<file path="src/rtl/if_pkg.sv">
// Shared types and defaults for the instruction fetch controller.
// Fetch FSM encoding and bus width / reset PC defaults.
package if_pkg;

    localparam int          ADDR_W_DEF   = 32;
    localparam int          DATA_W_DEF   = 32;
    localparam logic [31:0] RESET_PC_DEF = 32'h0000_0000;

    // IDLE: nothing outstanding, REQ: outstanding and kept, FLUSH: outstanding and dropped
    typedef enum logic [1:0] {
        IDLE  = 2'd0,
        REQ   = 2'd1,
        FLUSH = 2'd2
    } fetch_state_e;

endpackage

</file>
<file path="src/rtl/instr_fetch_ctrl_if.sv">
// Fetch-side bundle: next-PC logic, instruction memory handshake and decode queue head.
// master = fetch controller view, slave = surrounding pipeline/memory view.
interface instr_fetch_ctrl_if #(
    parameter int ADDR_W = 32,
    parameter int DATA_W = 32
);
    logic [ADDR_W-1:0] PCAddResult;
    logic              Redirect;
    logic              Stall;
    logic [ADDR_W-1:0] PCResult;
    logic              IMemReq;
    logic [ADDR_W-1:0] IMemAddr;
    logic              IMemAck;
    logic [DATA_W-1:0] IMemData;
    logic              InstrValid;
    logic [DATA_W-1:0] Instr;
    logic [ADDR_W-1:0] InstrPC;
    logic              InstrReady;

    modport master (
        input  PCAddResult, Redirect, Stall, IMemAck, IMemData, InstrReady,
        output PCResult, IMemReq, IMemAddr, InstrValid, Instr, InstrPC
    );

    modport slave (
        output PCAddResult, Redirect, Stall, IMemAck, IMemData, InstrReady,
        input  PCResult, IMemReq, IMemAddr, InstrValid, Instr, InstrPC
    );
endinterface

</file>
<file path="src/rtl/fetch_queue.sv">
// DEPTH-entry FIFO of {pc, instr}; head is combinational from storage, push/pop one cycle.
// No internal backpressure: caller guarantees no push when full; clear wins over push/pop.
module fetch_queue #(
    parameter int ADDR_W = 32,
    parameter int DATA_W = 32,
    parameter int DEPTH  = 2,
    parameter int CNT_W  = $clog2(DEPTH) + 1
) (
    input  logic              clk_i,
    input  logic              rst_ni,
    input  logic              push_i,
    input  logic              pop_i,
    input  logic              clear_i,
    input  logic [ADDR_W-1:0] pc_i,
    input  logic [DATA_W-1:0] instr_i,
    output logic [ADDR_W-1:0] head_pc_o,
    output logic [DATA_W-1:0] head_instr_o,
    output logic [CNT_W-1:0]  count_o
);
    localparam int PW = $clog2(DEPTH);

    typedef struct packed {
        logic [ADDR_W-1:0] pc;
        logic [DATA_W-1:0] instr;
    } entry_t;

    entry_t            mem_q [DEPTH];
    logic [PW-1:0]     rd_q;
    logic [PW-1:0]     wr_q;
    logic [CNT_W-1:0]  cnt_q;

    always_ff @(posedge clk_i or negedge rst_ni) begin
        if (!rst_ni) begin
            rd_q  <= '0;
            wr_q  <= '0;
            cnt_q <= '0;
        end else if (clear_i) begin
            rd_q  <= '0;
            wr_q  <= '0;
            cnt_q <= '0;
        end else begin
            if (push_i) wr_q <= wr_q + PW'(1);
            if (pop_i)  rd_q <= rd_q + PW'(1);
            cnt_q <= cnt_q + CNT_W'(push_i) - CNT_W'(pop_i);
        end
    end

    // Storage needs no reset: entries are only visible while counted.
    always_ff @(posedge clk_i) begin
        if (push_i && !clear_i) begin
            mem_q[wr_q] <= '{pc: pc_i, instr: instr_i};
        end
    end

    assign head_pc_o    = mem_q[rd_q].pc;
    assign head_instr_o = mem_q[rd_q].instr;
    assign count_o      = cnt_q;

endmodule

</file>
<file path="src/rtl/instr_fetch_ctrl.sv">
// PC owner and instruction fetcher: one outstanding req/ack fetch into a DEPTH-entry decode queue.
// Registered request one cycle after issue decision; Stall and queue space hold off new issues only.
module instr_fetch_ctrl
    import if_pkg::*;
#(
    parameter int              ADDR_W   = ADDR_W_DEF,
    parameter int              DATA_W   = DATA_W_DEF,
    parameter int              DEPTH    = 2,
    parameter logic [ADDR_W-1:0] RESET_PC = ADDR_W'(RESET_PC_DEF)
) (
    input  logic               Clk,
    input  logic               Rst,
    instr_fetch_ctrl_if.master bus
);
    localparam int CNT_W = $clog2(DEPTH) + 1;

    fetch_state_e      state_q, state_d;
    logic [ADDR_W-1:0] pc_q, pc_d;
    logic              req_q, req_d;
    logic [ADDR_W-1:0] addr_q, addr_d;

    logic              push;
    logic              pop;
    logic              clear;
    logic [CNT_W-1:0]  count;
    logic [CNT_W-1:0]  count_nxt;
    logic              space;

    // Redirect drops any returning data, so only a kept ack ever pushes.
    assign push      = (state_q == REQ) && bus.IMemAck && !bus.Redirect;
    assign pop       = bus.InstrValid && bus.InstrReady;
    assign count_nxt = count + CNT_W'(push) - CNT_W'(pop);
    assign space     = count_nxt < CNT_W'(DEPTH);

    always_ff @(posedge Clk or negedge Rst) begin
        if (!Rst) begin
            state_q <= IDLE;
            pc_q    <= RESET_PC;
            req_q   <= 1'b0;
            addr_q  <= RESET_PC;
        end else begin
            state_q <= state_d;
            pc_q    <= pc_d;
            req_q   <= req_d;
            addr_q  <= addr_d;
        end
    end

    always_comb begin
        state_d = state_q;
        pc_d    = pc_q;
        req_d   = req_q;
        addr_d  = addr_q;
        clear   = 1'b0;

        if (bus.Redirect) begin
            clear = 1'b1;
            pc_d  = bus.PCAddResult;
            if (state_q != IDLE) begin
                // An unacked request cannot be withdrawn; wait it out in FLUSH.
                if (bus.IMemAck) begin
                    state_d = IDLE;
                    req_d   = 1'b0;
                end else begin
                    state_d = FLUSH;
                end
            end
        end else begin
            case (state_q)
                IDLE: begin
                    if (!bus.Stall && space) begin
                        state_d = REQ;
                        req_d   = 1'b1;
                        addr_d  = pc_q;
                    end
                end
                REQ: begin
                    if (bus.IMemAck) begin
                        pc_d = bus.PCAddResult;
                        if (!bus.Stall && space) begin
                            addr_d = bus.PCAddResult;
                        end else begin
                            state_d = IDLE;
                            req_d   = 1'b0;
                        end
                    end
                end
                FLUSH: begin
                    if (bus.IMemAck) begin
                        state_d = IDLE;
                        req_d   = 1'b0;
                    end
                end
                default: begin
                    state_d = IDLE;
                    req_d   = 1'b0;
                end
            endcase
        end
    end

    fetch_queue #(
        .ADDR_W (ADDR_W),
        .DATA_W (DATA_W),
        .DEPTH  (DEPTH),
        .CNT_W  (CNT_W)
    ) u_queue (
        .clk_i        (Clk),
        .rst_ni       (Rst),
        .push_i       (push),
        .pop_i        (pop),
        .clear_i      (clear),
        .pc_i         (pc_q),
        .instr_i      (bus.IMemData),
        .head_pc_o    (bus.InstrPC),
        .head_instr_o (bus.Instr),
        .count_o      (count)
    );

    assign bus.PCResult   = pc_q;
    assign bus.IMemReq    = req_q;
    assign bus.IMemAddr   = addr_q;
    assign bus.InstrValid = (count != '0);

endmodule
</file>
<file path="src/flat_wrapper.sv">
// flat-port wrapper written by rule: the top's interface ports become plain ports
module instr_fetch_ctrl_flat import if_pkg::*;
#(
    parameter int              ADDR_W   = ADDR_W_DEF,
    parameter int              DATA_W   = DATA_W_DEF,
    parameter int              DEPTH    = 2,
    parameter logic [ADDR_W-1:0] RESET_PC = ADDR_W'(RESET_PC_DEF)
)
  (Clk, Rst, bus_PCAddResult, bus_Redirect, bus_Stall, bus_IMemAck, bus_IMemData, bus_InstrReady, bus_PCResult, bus_IMemReq, bus_IMemAddr, bus_InstrValid, bus_Instr, bus_InstrPC);
  instr_fetch_ctrl_if #(.ADDR_W(ADDR_W), .DATA_W(DATA_W)) bus_i ();
  input  logic Clk;
  input  logic Rst;
  input wire logic [$bits(bus_i.PCAddResult)-1:0] bus_PCAddResult;
  input wire logic [$bits(bus_i.Redirect)-1:0] bus_Redirect;
  input wire logic [$bits(bus_i.Stall)-1:0] bus_Stall;
  input wire logic [$bits(bus_i.IMemAck)-1:0] bus_IMemAck;
  input wire logic [$bits(bus_i.IMemData)-1:0] bus_IMemData;
  input wire logic [$bits(bus_i.InstrReady)-1:0] bus_InstrReady;
  output wire logic [$bits(bus_i.PCResult)-1:0] bus_PCResult;
  output wire logic [$bits(bus_i.IMemReq)-1:0] bus_IMemReq;
  output wire logic [$bits(bus_i.IMemAddr)-1:0] bus_IMemAddr;
  output wire logic [$bits(bus_i.InstrValid)-1:0] bus_InstrValid;
  output wire logic [$bits(bus_i.Instr)-1:0] bus_Instr;
  output wire logic [$bits(bus_i.InstrPC)-1:0] bus_InstrPC;
  assign bus_i.PCAddResult = bus_PCAddResult;
  assign bus_i.Redirect = bus_Redirect;
  assign bus_i.Stall = bus_Stall;
  assign bus_i.IMemAck = bus_IMemAck;
  assign bus_i.IMemData = bus_IMemData;
  assign bus_i.InstrReady = bus_InstrReady;
  assign bus_PCResult = bus_i.PCResult;
  assign bus_IMemReq = bus_i.IMemReq;
  assign bus_IMemAddr = bus_i.IMemAddr;
  assign bus_InstrValid = bus_i.InstrValid;
  assign bus_Instr = bus_i.Instr;
  assign bus_InstrPC = bus_i.InstrPC;
  instr_fetch_ctrl #(.ADDR_W(ADDR_W), .DATA_W(DATA_W), .DEPTH(DEPTH), .RESET_PC(RESET_PC)) u_core (.Clk(Clk), .Rst(Rst), .bus(bus_i));
endmodule
</file>
<file path="config.mk">
export PLATFORM = sky130hd
export DESIGN_NAME = instr_fetch_ctrl_flat
export DESIGN_NICKNAME = d
export VERILOG_FILES = /design/src/rtl/if_pkg.sv /design/src/rtl/instr_fetch_ctrl_if.sv /design/src/rtl/fetch_queue.sv /design/src/rtl/instr_fetch_ctrl.sv /design/src/flat_wrapper.sv
export SDC_FILE = /design/constraint.sdc
export NUM_CORES = 1
export LEC_CHECK = 0
export ABC_AREA = 1
export CAP_MARGIN = 20
export CORE_MARGIN = 5
export CORE_UTILIZATION = 51
export CTS_CLUSTER_DIAMETER = 150
export DETAILED_ROUTE_END_ITERATION = 10
export PLACE_DENSITY_LB_ADDON = 0.12
export SLEW_MARGIN = 20
export SYNTH_ARGS = -nofsm -noshare
export SYNTH_HDL_FRONTEND = slang
export SYNTH_SLANG_ARGS = --single-unit
</file>
<file path="constraint.sdc">
create_clock -name Clk -period 6.5 [get_ports Clk]
set_input_delay 1.625 -clock Clk [delete_from_list [all_inputs] [get_ports Clk]]
set_output_delay 1.625 -clock Clk [all_outputs]
set_load 0.03 [all_outputs]
</file>
# After elaboration in Yosys (flattened, before gate mapping)
# Memory sizes are Yosys's and may differ from the RTL's.
# Index checks and enable logic that the tools add are counted.
[word_totals]
inputBits = 70
register_bits = 71
n_memories = 1
ramBits = 128
[memory_table]
columns = ["memory", "words", "word_bits", "read_ports", "rd_clocked_by_memory_dff", "write_ports", "line", "rtl"]
rows = [
  ["u_core.u_queue.mem_q", 2, 64, 1, 0, 1, "fetch_queue.sv:27", "entry_t mem_q [DEPTH];"],
]
[classes]
n_lt_le_gt_ge = 1
n_eq_ne = 10
bitwise_logic = 1
n_mux = 30
addsub = 4
reduce_logical = 20
[op_table]
columns = ["op", "n"]
rows = [
  ["32-bit 2-to-1 mux", 6],
  ["32-bit one-hot mux with 2 select lines", 1],
  ["2-bit 2-to-1 mux", 8],
  ["2-bit nonzero test", 7],
  ["1-bit 2-to-1 mux", 13],
  ["5-bit AND reduction", 2],
  ["3-bit inequality test (second input constant)", 3],
  ["2-bit one-hot mux with 3 select lines", 1],
  ["1-bit logical AND", 5],
  ["2-bit by 1-bit inequality test with 1-bit output (second input constant)", 2],
  ["2-bit inequality test (second input constant)", 2],
  ["4-bit AND reduction", 1],
  ["1-bit logical NOT", 3],
  ["3-bit by 2-bit inequality test with 1-bit output (second input constant)", 1],
  ["1-bit one-hot mux with 3 select lines", 1],
  ["1-bit adder (second input constant)", 2],
  ["2-bit by 1-bit adder with 2-bit output", 1],
  ["2-bit by 1-bit == test with 1-bit output (second input constant)", 1],
  ["2-bit == test (second input constant)", 1],
  ["2-bit logical NOT", 1],
  ["2-bit less-than comparator (second input constant)", 1],
  ["2-bit AND reduction", 1],
  ["2-bit by 1-bit subtractor with 2-bit output", 1],
  ["1-bit NOT", 1],
]

# Depth between registers and ports, before layout
[depth]
word_depth = 11
depth_mapped = 16
mapped_depth_nobuf = 15

# By module
# Synthesis repeated with hierarchy kept, for this count alone.
[hier_totals]
hier_cells = 512
area_unflattened_um2 = 8161.6
[by_module_without_submodules]
columns = ["module", "cells_each", "area_each_um2", "instances"]
rows = [
  ["fetch_queue", 226, 4986.0, 1],
  ["instr_fetch_ctrl", 286, 3175.5, 1],
]

# Worst setup path after synthesis
# Ideal clock, no wire load.
[synth_timing]
path_kind = "input -> register"
from = "input bus_Redirect"
to = "memory u_core.u_queue.mem_q[0][0] (netlist bit), enable pin"
setup_slack_ns = 1.336
n_path_buf = 1
t_arrival_ns = 4.677
path_stages = 4
setup_ns = 0.487
path_cell_list = "buf_4 -> inv_1 -> nand3_1 -> nor2_1"
[synth_via]
elab_chain_len = 5
elab_cells_between_ends = 7
cone_classes = "3 x mux; 4 x reduce/logical"
[synth_lines]
columns = ["item", "line", "rtl"]
rows = [
  ["start, declared", "flat_wrapper.sv:14", "input wire logic [$bits(bus_i.Redirect)-1:0] bus_Redirect;"],
  ["1-bit 2-to-1 mux / 1-bit logical NOT (equally long branches)", "instr_fetch_ctrl.sv:56, instr_fetch_ctrl.sv:30", ""],
  ["1-bit logical NOT / 1-bit logical AND (equally long branches)", "fetch_queue.sv:50, instr_fetch_ctrl.sv:30", ""],
  ["1-bit logical AND (*)", "fetch_queue.sv:50", "if (push_i && !clear_i) begin"],
  ["1-bit 2-to-1 mux (*)", "fetch_queue.sv:50", ""],
  ["1-bit 2-to-1 mux (implied by the code) (*)", "fetch_queue.sv:51", "mem_q[wr_q] <= '{pc: pc_i, instr: instr_i};"],
  ["end, declared", "fetch_queue.sv:27", ""],
]
# Mark *: on every way between the ends. The rest lies on a longest branch, timed or not.

# Final worst setup path
[layout_timing]
from = "register u_core.u_queue.rd_q"
to = "output bus_InstrPC[29]"
[layout_via]
elab_chain_len = 1
[layout_lines]
columns = ["item", "line", "rtl"]
rows = [
  ["start, declared", "fetch_queue.sv:28", "logic [PW-1:0] rd_q;"],
  ["start signal, assigned", "fetch_queue.sv:43", "if (pop_i) rd_q <= rd_q + PW'(1);"],
  ["memory 2 x 64 bit", "--", ""],
  ["end, declared", "flat_wrapper.sv:24", "output wire logic [$bits(bus_i.InstrPC)-1:0] bus_InstrPC;"],
]
# Every way passes these cells.

==> metrics <==
status=completed; RePlAce Congestion=0.823; VDD IR-drop max=0.290 mV; standard-cell rows=45; Nets=964; crit path capture=bus_InstrPC[29]; Hold Path Class=reg2reg; Reg2Reg Depth=12; Worst Tran Pin Value=1.08 ns; hold_buf cts=0; critical path's slowest cell=clkdlybuf4s50_1; multi-input logic area=just under 2000 sq um; number of global-route vias before repair=5471; met2 global-route usage=about a third; critical path, cell by cell=buf_4 > inv_2 > buf_12 > nand2_1 > nand2_1 > clkdlybuf4s50_1; htree depth=4; CP Class=reg2out; Core ar.=15200 sq um; CTS Buf Count=17; Worst R2R End=u_core.bus.IMemAddr[28]$_DFFE_PN0P_; Top FF cell, synth=edfxtp_1; first-pass GRT wire length=around 28000 um; worst flop-to-flop path startpoint=u_core.state_q[1]$_DFFE_PN0P_; RSZ-0062 raised after global routing=false; vias per cell=4.97; Crit path top cell by count=nand2_1; Final Util=69.5%; CTS tree=done; die area=about 18000 sq um; Pre-antenna DRT Iters=5; Synth Net Count=775; worst-skew pair later-pin latency=0.42 ns; EDFF count, synth=128; leak pwr=4.34 nW; CP startpoint=u_core.u_queue.rd_q$_DFFE_PN0P_; slew margin rel.=~28%; CTS root buf=clkbuf_16; # Max-Cap Violations=0; Final Hold Vio Count=0; Final TNS setup=0 ns; Total GRT Usage=20.2%; DP HPWL=12200 um; sequential area share after synthesis=71.0%; Ports=200; DRC=0; met3 Use GR=5.29%; initial antenna violation count=0; Area Growth Syn to Fin=33.5%; clk sink count=199; Final Max Tran Viols=0; met1 GRT Util=28.1%; Resize count post-CTS=0; antenna-violating nets left=0; Ant. Diodes=0; layout cells sized above 1=8.62%; GRT overflow=0; distinct cell type count after synthesis=25; WL/cell=16.3 um; Final Cycle Share=68.2%; commonest non-fill, non-tap cell in the layout=nand2_1; register area=5620 sq um; slowest stage delay, CP=0.62 ns; synthesized area per cell=11.3 sq um; clock skew=0.00467 ns; maximum fanout along the worst path=between 60 and 70; initial core utilization=52.1%; Arrival @ worst endpoint=2.81 ns; crit path buf inv count=4; final setup vio count=0; Ys Warns=0; Post-CTS Setup Bufs=0; kind of end point of the critical path=primary output; Yosys reg bits=199; synthesized area=7920 sq um; Die X=135 um; Routed WL=17800 um; commonest non-fill, non-tap cells in the layout=nand2_1, clkdlybuf4s50_1, edfxtp_1, dfrtp_1, o21ai_0; die height=135 um; f_max=0.225 GHz; IO Port Bufs=between 150 and 200; GRT busiest layer=met2; Critical Path Start Type=flip-flop; critical path's top delay family=buffers and inverters; R2R setup slack=between 2 and 3 ns; WP depth=6; DR vias=5432; post-route minimum period=4.43 ns; layout filler cell count=1102; clk slew on worst S/H paths=0.07 ns; Power Dens Cells=between 400 and 500 nW/um^2; Synth async-reset ratio=35.7%; Starting DRT DRC Count=385; CP Data Required Time=4.88 ns; CTS max path bufs=2; largest net degree at the start of global routing=72; Cells after Synth=703
power breakdown:
group	internal (mW)	leakage, nW	switching [mW]
combinational	0.712	2.01	1.18
clock	0.569	0.283	0.427
sequential	1.57	2.04	0.165
how the worst min path moves through the flow:
stage | slack (ns) | cells after the start | to | startpoint
3_5_place_dp | 0.47 | 2 | u_core.bus.IMemAddr[5]$_DFFE_PN0P_ | u_core.bus.IMemAddr[5]$_DFFE_PN0P_
6_report | 0.49 | 2 | u_core.bus.IMemAddr[5]$_DFFE_PN0P_ | u_core.bus.IMemAddr[5]$_DFFE_PN0P_
2_1_floorplan | 0.52 | 2 | u_core.u_queue.wr_q$_DFFE_PN0P_ | u_core.u_queue.wr_q$_DFFE_PN0P_
3_3_place_gp | 0.47 | 2 | u_core.bus.IMemAddr[28]$_DFFE_PN0P_ | u_core.bus.IMemAddr[28]$_DFFE_PN0P_
5_1_grt | 0.51 | 2 | u_core.bus.IMemAddr[7]$_DFFE_PN0P_ | u_core.bus.IMemAddr[7]$_DFFE_PN0P_
4_1_cts | 0.49 | 2 | u_core.bus.IMemAddr[5]$_DFFE_PN0P_ | u_core.bus.IMemAddr[5]$_DFFE_PN0P_
registers in the layout, indices dropped and copies added, names as in the netlist:
register and flops:
u_core.u_queue.rd_q 1, u_core.bus.IMemAddr 32, u_core.bus.IMemReq 1, u_core.u_queue.mem_q 128, u_core.bus.PCResult 32, u_core.u_queue.wr_q 1, u_core.u_queue.count_o 2, u_core.state_q 2
logic make-up (layout without fill, tap and decap cells):
group / count (synthesis) / count (layout) / synth area share [%]
and+or+nand+nor: 316 / 316 / 15.3
buffers and inverters: 81 / 283 / 4.76
DFF: 199 / 199 / 71.0
AOI/OAI and AO/OA: 105 / 105 / 8.60
adders and majority gates: 2 / 2 / 0.316
Yosys cell counts, types with 2 or more instances:
cell	count	area (sq um)
a21oi_1	3	15.0
dfrtp_1	71	1780
inv_1	45	169
ha_1	2	25.0
o21ai_0	52	260
nand3_1	4	20.0
buf_6	7	78.8
clkbuf_1	7	26.3
buf_4	2	15.0
o21a_1	7	52.6
nand2_1	302	1130
buf_1	8	30.0
o21ai_1	7	35.0
inv_2	2	7.51
edfxtp_1	128	3840
buf_2	10	50.1
o21ai_2	32	280
nor2_1	7	26.3
tightest hold or removal path: stages, from the launching register on:
cell and delay (ns):
dfrtp_1 0.34, nand2_1 0.07, o21ai_2 0.05
per-layer routing:
layer  wire length (um)  share of wire [%]  up-vias
met1               8020                 45     2554
met5                  0                  0        -
li1                   -                  -     2685
met3               1130                6.4       24
met4                308                1.7        0
met2               8330                 47      169
stage by stage:
step                      worst slack [ns]  power [mW]  std cells  hold slack, ns  area [sq um]
final                                 2.07        4.62       1093           0.487         10600
after global routing                  1.85        4.87       1093           0.509         10600
after CTS                             2.01        4.67       1093           0.489         10600
after detailed placement              1.77        3.67       1061           0.472         10000
after global placement                1.95        3.61       1060           0.469          9980
after floorplan                       1.34        2.87        703           0.522          7920
area by class of cell:
cell class | count | area share [%]
multi-input cells | 423 | 18.3
repair buffers | 204 | 19.3
clock inverters | 8 | 0.687
well taps | 188 | 2.23
inverters | 47 | 1.67
clock buffers | 24 | 4.66
flip-flops and latches | 199 | 53.2
(Power assumes the default switching activity.)
